==> src/rtl/rv32i_pkg.sv <==
// Shared RV32I definitions: opcodes, funct3 codes,
// FSM state encoding and ALU operation selection.
package rv32i_pkg;

  localparam logic [6:0] OPC_OP       = 7'b0110011;
  localparam logic [6:0] OPC_OP_IMM   = 7'b0010011;
  localparam logic [6:0] OPC_LOAD     = 7'b0000011;
  localparam logic [6:0] OPC_STORE    = 7'b0100011;
  localparam logic [6:0] OPC_BRANCH   = 7'b1100011;
  localparam logic [6:0] OPC_JAL      = 7'b1101111;
  localparam logic [6:0] OPC_JALR     = 7'b1100111;
  localparam logic [6:0] OPC_LUI      = 7'b0110111;
  localparam logic [6:0] OPC_AUIPC    = 7'b0010111;
  localparam logic [6:0] OPC_MISC_MEM = 7'b0001111;
  localparam logic [6:0] OPC_SYSTEM   = 7'b1110011;

  localparam logic [2:0] F3_ADD  = 3'd0;
  localparam logic [2:0] F3_SLL  = 3'd1;
  localparam logic [2:0] F3_SLT  = 3'd2;
  localparam logic [2:0] F3_SLTU = 3'd3;
  localparam logic [2:0] F3_XOR  = 3'd4;
  localparam logic [2:0] F3_SR   = 3'd5;
  localparam logic [2:0] F3_OR   = 3'd6;
  localparam logic [2:0] F3_AND  = 3'd7;

  localparam logic [2:0] F3_BEQ  = 3'd0;
  localparam logic [2:0] F3_BNE  = 3'd1;
  localparam logic [2:0] F3_BLT  = 3'd4;
  localparam logic [2:0] F3_BGE  = 3'd5;
  localparam logic [2:0] F3_BLTU = 3'd6;
  localparam logic [2:0] F3_BGEU = 3'd7;

  localparam logic [2:0] F3_LB   = 3'd0;
  localparam logic [2:0] F3_LH   = 3'd1;
  localparam logic [2:0] F3_LW   = 3'd2;
  localparam logic [2:0] F3_LBU  = 3'd4;
  localparam logic [2:0] F3_LHU  = 3'd5;

  typedef enum logic [2:0] {
    ST_FETCH,
    ST_DECODE,
    ST_EXECUTE,
    ST_LOAD_WB,
    ST_STORE_MERGE
  } state_e;

  typedef enum logic [3:0] {
    ALU_ADD, ALU_SUB, ALU_SLL, ALU_SLT,
    ALU_SLTU, ALU_XOR, ALU_SRL, ALU_SRA,
    ALU_OR, ALU_AND
  } alu_op_e;

  // SUB only exists in register form; SRA/SRAI both use bit 30
  function automatic alu_op_e alu_sel(
    input logic [2:0] f3,
    input logic       b5,
    input logic       is_r
  );
    alu_op_e op;
    op = ALU_ADD;
    unique case (f3)
      F3_ADD:  op = (is_r && b5) ? ALU_SUB : ALU_ADD;
      F3_SLL:  op = ALU_SLL;
      F3_SLT:  op = ALU_SLT;
      F3_SLTU: op = ALU_SLTU;
      F3_XOR:  op = ALU_XOR;
      F3_SR:   op = b5 ? ALU_SRA : ALU_SRL;
      F3_OR:   op = ALU_OR;
      F3_AND:  op = ALU_AND;
    endcase
    return op;
  endfunction

endpackage

==> src/rtl/rv32i_alu.sv <==
// Combinational 32-bit ALU with branch-compare flags.
// Shift amounts use the low five bits of b_i.
module rv32i_alu
  import rv32i_pkg::*;
(
  input  logic [31:0] a_i,
  input  logic [31:0] b_i,
  input  alu_op_e     op_i,
  output logic [31:0] res_o,
  output logic        eq_o,
  output logic        lt_o,
  output logic        ltu_o
);

  assign eq_o  = (a_i == b_i);
  assign lt_o  = ($signed(a_i) < $signed(b_i));
  assign ltu_o = (a_i < b_i);

  always_comb begin
    res_o = '0;
    unique case (op_i)
      ALU_ADD:  res_o = a_i + b_i;
      ALU_SUB:  res_o = a_i - b_i;
      ALU_SLL:  res_o = a_i << b_i[4:0];
      ALU_SLT:  res_o = {31'b0, lt_o};
      ALU_SLTU: res_o = {31'b0, ltu_o};
      ALU_XOR:  res_o = a_i ^ b_i;
      ALU_SRL:  res_o = a_i >> b_i[4:0];
      ALU_SRA:  res_o = $signed(a_i) >>> b_i[4:0];
      ALU_OR:   res_o = a_i | b_i;
      ALU_AND:  res_o = a_i & b_i;
      default:  res_o = '0;
    endcase
  end

endmodule

==> src/rtl/rv32i_cpu.sv <==
// Multicycle RV32I core on one shared synchronous memory port.
// Sub-word stores do a read-merge-write over two cycles.
module rv32i_cpu
  import rv32i_pkg::*;
(
  input  logic        clk,
  input  logic        reset,
  output logic        hab_escritura,
  output logic [31:0] dir,
  output logic [31:0] dat_escritura,
  input  logic [31:0] dat_lectura
);

  state_e      state_q, state_d;
  logic [31:0] pc_q, pc_d;
  logic [31:0] ir_q, ir_d;
  logic [31:0] a_q, a_d;
  logic [31:0] b_q, b_d;
  logic [31:0] rf_q [32];
  logic        rf_we;
  logic [31:0] rf_wd;

  logic [6:0]  opc;
  logic [4:0]  rd;
  logic [2:0]  f3;
  assign opc = ir_q[6:0];
  assign rd  = ir_q[11:7];
  assign f3  = ir_q[14:12];

  logic [31:0] imm_i, imm_s, imm_b, imm_u, imm_j;
  assign imm_i = {{20{ir_q[31]}}, ir_q[31:20]};
  assign imm_s = {{20{ir_q[31]}}, ir_q[31:25], ir_q[11:7]};
  assign imm_b = {{19{ir_q[31]}}, ir_q[31], ir_q[7],
                  ir_q[30:25], ir_q[11:8], 1'b0};
  assign imm_u = {ir_q[31:12], 12'b0};
  assign imm_j = {{11{ir_q[31]}}, ir_q[31], ir_q[19:12],
                  ir_q[20], ir_q[30:21], 1'b0};

  // Register operands are read from the word arriving in DECODE
  logic [4:0]  d_rs1, d_rs2;
  logic [31:0] rs1_v, rs2_v;
  assign d_rs1 = dat_lectura[19:15];
  assign d_rs2 = dat_lectura[24:20];
  assign rs1_v = (d_rs1 == 5'd0) ? '0 : rf_q[d_rs1];
  assign rs2_v = (d_rs2 == 5'd0) ? '0 : rf_q[d_rs2];

  alu_op_e     alu_op;
  logic [31:0] alu_b, alu_res;
  logic        eq, lt, ltu;
  assign alu_op = alu_sel(f3, ir_q[30], opc == OPC_OP);
  assign alu_b  = (opc == OPC_OP || opc == OPC_BRANCH)
                  ? b_q : imm_i;

  rv32i_alu u_alu (
    .a_i   (a_q),
    .b_i   (alu_b),
    .op_i  (alu_op),
    .res_o (alu_res),
    .eq_o  (eq),
    .lt_o  (lt),
    .ltu_o (ltu)
  );

  logic [31:0] mem_addr, pc4, jalr_sum;
  logic [1:0]  lane;
  assign mem_addr = a_q + ((opc == OPC_STORE) ? imm_s : imm_i);
  assign lane     = mem_addr[1:0];
  assign pc4      = pc_q + 32'd4;
  assign jalr_sum = a_q + imm_i;

  logic br_taken;
  always_comb begin
    br_taken = 1'b0;
    unique case (f3)
      F3_BEQ:  br_taken = eq;
      F3_BNE:  br_taken = !eq;
      F3_BLT:  br_taken = lt;
      F3_BGE:  br_taken = !lt;
      F3_BLTU: br_taken = ltu;
      F3_BGEU: br_taken = !ltu;
      default: br_taken = 1'b0;
    endcase
  end

  logic [7:0]  byte_v;
  logic [15:0] half_v;
  logic [31:0] ld_val, st_val;
  assign byte_v = dat_lectura[{lane, 3'b000} +: 8];
  assign half_v = lane[1] ? dat_lectura[31:16]
                          : dat_lectura[15:0];

  always_comb begin
    ld_val = dat_lectura;
    unique case (f3)
      F3_LB:   ld_val = {{24{byte_v[7]}}, byte_v};
      F3_LH:   ld_val = {{16{half_v[15]}}, half_v};
      F3_LBU:  ld_val = {24'b0, byte_v};
      F3_LHU:  ld_val = {16'b0, half_v};
      default: ld_val = dat_lectura;
    endcase
  end

  always_comb begin
    st_val = dat_lectura;
    if (f3 == F3_LB)
      st_val[{lane, 3'b000} +: 8] = b_q[7:0];
    else
      st_val[{lane[1], 4'b0000} +: 16] = b_q[15:0];
  end

  always_comb begin
    state_d       = state_q;
    pc_d          = pc_q;
    ir_d          = ir_q;
    a_d           = a_q;
    b_d           = b_q;
    dir           = pc_q;
    hab_escritura = 1'b0;
    dat_escritura = '0;
    rf_we         = 1'b0;
    rf_wd         = '0;
    unique case (state_q)
      ST_FETCH: state_d = ST_DECODE;
      ST_DECODE: begin
        ir_d    = dat_lectura;
        a_d     = rs1_v;
        b_d     = rs2_v;
        state_d = ST_EXECUTE;
      end
      ST_EXECUTE: begin
        state_d = ST_FETCH;
        pc_d    = pc4;
        unique case (1'b1)
          (opc == OPC_OP),
          (opc == OPC_OP_IMM): begin
            rf_we = 1'b1;
            rf_wd = alu_res;
          end
          (opc == OPC_LUI): begin
            rf_we = 1'b1;
            rf_wd = imm_u;
          end
          (opc == OPC_AUIPC): begin
            rf_we = 1'b1;
            rf_wd = pc_q + imm_u;
          end
          (opc == OPC_JAL): begin
            rf_we = 1'b1;
            rf_wd = pc4;
            pc_d  = pc_q + imm_j;
          end
          (opc == OPC_JALR): begin
            rf_we = 1'b1;
            rf_wd = pc4;
            pc_d  = {jalr_sum[31:1], 1'b0};
          end
          (opc == OPC_BRANCH): begin
            if (br_taken) pc_d = pc_q + imm_b;
          end
          (opc == OPC_LOAD): begin
            dir     = mem_addr;
            pc_d    = pc_q;
            state_d = ST_LOAD_WB;
          end
          (opc == OPC_STORE): begin
            dir = mem_addr;
            if (f3 == F3_LW) begin
              hab_escritura = 1'b1;
              dat_escritura = b_q;
            end else begin
              pc_d    = pc_q;
              state_d = ST_STORE_MERGE;
            end
          end
          default: ;
        endcase
      end
      ST_LOAD_WB: begin
        dir     = mem_addr;
        rf_we   = 1'b1;
        rf_wd   = ld_val;
        pc_d    = pc4;
        state_d = ST_FETCH;
      end
      ST_STORE_MERGE: begin
        dir           = mem_addr;
        hab_escritura = 1'b1;
        dat_escritura = st_val;
        pc_d          = pc4;
        state_d       = ST_FETCH;
      end
      default: state_d = ST_FETCH;
    endcase
  end

  always_ff @(posedge clk or negedge reset) begin
    if (!reset) begin
      state_q <= ST_FETCH;
      pc_q    <= '0;
      ir_q    <= '0;
      a_q     <= '0;
      b_q     <= '0;
    end else begin
      state_q <= state_d;
      pc_q    <= pc_d;
      ir_q    <= ir_d;
      a_q     <= a_d;
      b_q     <= b_d;
    end
  end

  always_ff @(posedge clk) begin
    if (rf_we && rd != 5'd0) rf_q[rd] <= rf_wd;
  end

endmodule

==> config.mk <==
export PLATFORM = sky130hd
export DESIGN_NAME = rv32i_cpu
export DESIGN_NICKNAME = d
export VERILOG_FILES = /design/src/rtl/rv32i_pkg.sv /design/src/rtl/rv32i_alu.sv /design/src/rtl/rv32i_cpu.sv
export SDC_FILE = /design/constraint.sdc
export NUM_CORES = 2
export LEC_CHECK = 0
export CAP_MARGIN = 20
export CORE_MARGIN = 2
export CORE_UTILIZATION = 45
export CTS_CLUSTER_SIZE = 12
export DETAILED_ROUTE_END_ITERATION = 16
export MAX_ROUTING_LAYER = met4
export PLACE_DENSITY = 0.58
export REMOVE_ABC_BUFFERS = 1
export SLEW_MARGIN = 25
export SYNTH_ARGS = -nofsm -noshare
export SYNTH_HDL_FRONTEND = slang
export SYNTH_SLANG_ARGS = --single-unit
export TNS_END_PERCENT = 50
==> constraint.sdc <==
create_clock -name clk -period 13.43 [get_ports clk]
set_input_delay 2.686 -clock clk [delete_from_list [all_inputs] [get_ports clk]]
set_output_delay 2.686 -clock clk [all_outputs]
set_load 0.05 [all_outputs]
==> impl_metrics.json <==
{
  "outcome": "complete, no violations",
  "hold_path.class": "reg -> reg",
  "syn_inst": 5830,
  "root_buffer": "clkbuf_16",
  "cpMaxStageDelayCell": "clkdlybuf4s50_1",
  "irDropWorstVdd_mv": 0.157,
  "dp_cells": 7765,
  "ys_warn_count": 0,
  "path_cells": "nand4bb_1 -> nor3_1 -> nand2_1 -> mux2_2 -> ha_1 -> inv_1 -> fa_1 -> buf_4 -> inv_1 -> ha_1 -> a21oi_1 -> a22oi_1 -> o21ai_0 -> clkdlybuf4s50_1",
  "cp.required_ps": 10740,
  "die_area_mm2": 0.160,
  "power.density_mw_per_mm2": 233,
  "holdBufCountCts": 0,
  "die_w_um": 400,
  "grt.overflow.total": 0,
  "max_slew_margin_pct": 18.3,
  "crit_arrival_ps": 7550,
  "post-route-period-util_pct": 76.2,
  "antenna_found_initial": 15,
  "synth_edf_count": 1024,
  "fin_ws_ps": 3190,
  "numCtsBuffers": 131,
  "setup_viol": 0,
  "synth_ff_type": "edfxtp_1",
  "die_h_um": 400,
  "final_cells": 8010,
  "p_leak_nw": 27.5,
  "path_class": "reg -> out",
  "synthArstFlopShare_pct": 11.3,
  "clockBufferDepth": 3,
  "gp_congestion": 1.07,
  "core_area_mm2": 0.156,
  "final_max_slew_viol_count": 0,
  "worstSetupPathDepth": 14,
  "area.growth.synth_to_final_pct": 11.6,
  "wirelength_um": 300000,
  "hold_slack_ps": 537,
  "drive_above_1_share_pct": 17.5,
  "row_count": 145,
  "critPathLaunchType": "flop",
  "cts.reportedPaths.clkPinSlew_ps": 60,
  "hpwl_um": 204000,
  "skew_ps": 66.0,
  "yosysUniqueCellTypes": 94,
  "finalHoldViolations": 0,
  "worst_pin_slew_ps": 1210,
  "worstPathMaxFanout": 25,
  "io_buffers": 98,
  "holdPathStages": 2,
  "tns_ps": 0,
  "final_cell_area_mm2": 0.0785,
  "vias_per_cell": 6.93,
  "nFillCells": 13500,
  "pre_cts_slack_ps": 4140,
  "rsz0062_at_grt": "false",
  "vias": 55500,
  "post-cts-setup-buffers": 0,
  "cts.sinks": 1154,
  "clk-insertion-delay-late_ps": 800,
  "rr_worst_depth": 20,
  "cp.buffers_inverters": 4,
  "ctsResizeCount": 0,
  "cp_slowest_stage_delay_ps": 990,
  "finish.utilization_pct": 50.4,
  "grt_pass1_vias": 52700,
  "nets": 6072,
  "grt_pass1_wl_um": 415000,
  "seq_area_frac_synth_pct": 48.3,
  "first_iter_violations": 7575,
  "crit_family": "compound AO/OA/AOI/OAI gates",
  "drc": 0,
  "cts_tree": "done",
  "first_pass_iters": 8,
  "grt_use_total_pct": 38.4,
  "power_mw": 18.3,
  "grt_max_degree": 95,
  "start_util_pct": 45.2,
  "maxCapViolCount": 0,
  "syn_avg_cell_area_um2": 12.1,
  "finalCriticalPeriod_ps": 10240,
  "max_freq_mhz": 97.7,
  "synth_area_mm2": 0.0704,
  "critPathCaptureType": "output port",
  "ant_nets": 0,
  "io_pins": 99,
  "ys_ff_latch": 1154,
  "placed_area_mm2": 0.0744,
  "wl_per_cell_um": 37.5,
  "cts_htree_levels": 4
}
==> worst min-delay path, stage by stage (launching register included) <==
cell and delay [ps]:
dfrtp_1 380, nand2_1 60, nand2_1 60
==> layout by cell type (no fill, tap or decap), drive strengths merged, types with 132 or more instances in the layout <==
cell type,instances
clkbuf,178
inv,153
a21oi,528
o22ai,148
buf,210
nor2,357
nand2,451
mux2i,297
ha,191
mux4,460
xnor2,132
o21ai,415
edfxtp,1024
==> Yosys cell counts (13+ instances only) <==
cell / number / area share, %
edfxtp_1: 1024 / 44
a21oi_1: 526 / 3.7
mux4_2: 460 / 15
nand2_1: 451 / 2.4
o21ai_0: 406 / 2.9
clkbuf_1: 358 / 1.9
nor2_1: 357 / 1.9
mux2i_1: 297 / 4.2
ha_1: 191 / 3.4
o22ai_1: 148 / 1.3
inv_1: 142 / 0.76
xnor2_1: 131 / 1.6
dfrtp_1: 130 / 4.6
nor3_1: 89 / 0.63
mux2_2: 88 / 1.4
a21o_1: 87 / 0.93
o221ai_1: 86 / 1.1
buf_1: 75 / 0.40
nand3_1: 71 / 0.50
xor2_1: 67 / 0.83
a31oi_1: 46 / 0.41
o21bai_1: 41 / 0.44
a211oi_1: 38 / 0.41
o211ai_1: 38 / 0.41
nand4_1: 37 / 0.33
a221oi_1: 29 / 0.36
nand2b_1: 28 / 0.25
nor2b_1: 27 / 0.24
a22oi_1: 24 / 0.26
o21a_1: 22 / 0.23
a222oi_1: 20 / 0.28
and3_1: 18 / 0.16
o31ai_1: 18 / 0.19
a21boi_0: 15 / 0.16
and2_1: 15 / 0.13
a22o_1: 13 / 0.16
buf_2: 13 / 0.092
==> state kept, by name (all words and copies together) (netlist names) <==
register and cells:
a_q 32, b_q 32, ir_q 32, pc_q 31, rf_q 1024, state_q 3
==> metal layers <==
layer | vias to the layer above | track usage [%] | routed length, um
met3 | 597 | 6.19 | 27000
met5 | - | - | 0
met4 | 0 | 20.4 | 18500
met1 | 28600 | 49.8 | 117000
li1 | 23000 | - | -
met2 | 3245 | 58.0 | 138000
==> final timing paths <==
path | from | end | slack, ps
worst min register to register | ir_q[17]$_DFFE_PN0P_ | ir_q[17]$_DFFE_PN0P_ | 540
max in group asynchronous | reset | b_q[4]$_DFFE_PN0P_ | 10210
worst min-delay path | ir_q[17]$_DFFE_PN0P_ | ir_q[17]$_DFFE_PN0P_ | 540
worst max-delay path | ir_q[3]$_DFFE_PN0P_ | dat_escritura[18] | 3190
worst max register to register | ir_q[3]$_DFFE_PN0P_ | rf_q[9][30]$_DFFE_PP_ | 5650
min in group asynchronous | reset | pc_q[19]$_DFFE_PN0P_ | 1960
==> report_power, final <==
part           internal, mW  switching, mW  total [mW]  leakage, nW
logic                  3.13           6.83        9.97         14.6
clock network          1.93           1.50        3.43         1.95
registers              4.36          0.523        4.88         10.9
total                  9.42           8.86        18.3         27.5
==> cell families (layout without fill, tap and decap cells) <==
kind of cell | count (synthesis) | in the layout | synth area share (%)
XOR/XNOR | 199 | 199 | 2.49
other | 1 | 46 | 0.00533
buffers and inverters | 600 | 677 | 3.25
multiplexers | 846 | 846 | 20.4
flip-flops | 1154 | 1154 | 48.3
AND/OR/NAND/NOR | 1154 | 1154 | 7.20
adder cells (fa/ha/maj) | 197 | 197 | 3.56
AO/OA/AOI/OAI | 1679 | 1679 | 14.8
==> layout make-up <==
class                   instances  area [um2]  area share [%]
diodes                         14        35.0          0.0446
repair buffers                297        2590            3.30
multi-input cells            4107       34700            44.2
clock inverters                52         457           0.581
clock buffers                 178        3590            4.57
well taps                    2058        2570            3.28
inverters                     150         566           0.720
flip-flops and latches       1154       34000            43.3
Power figures use the tool's default switching activity.
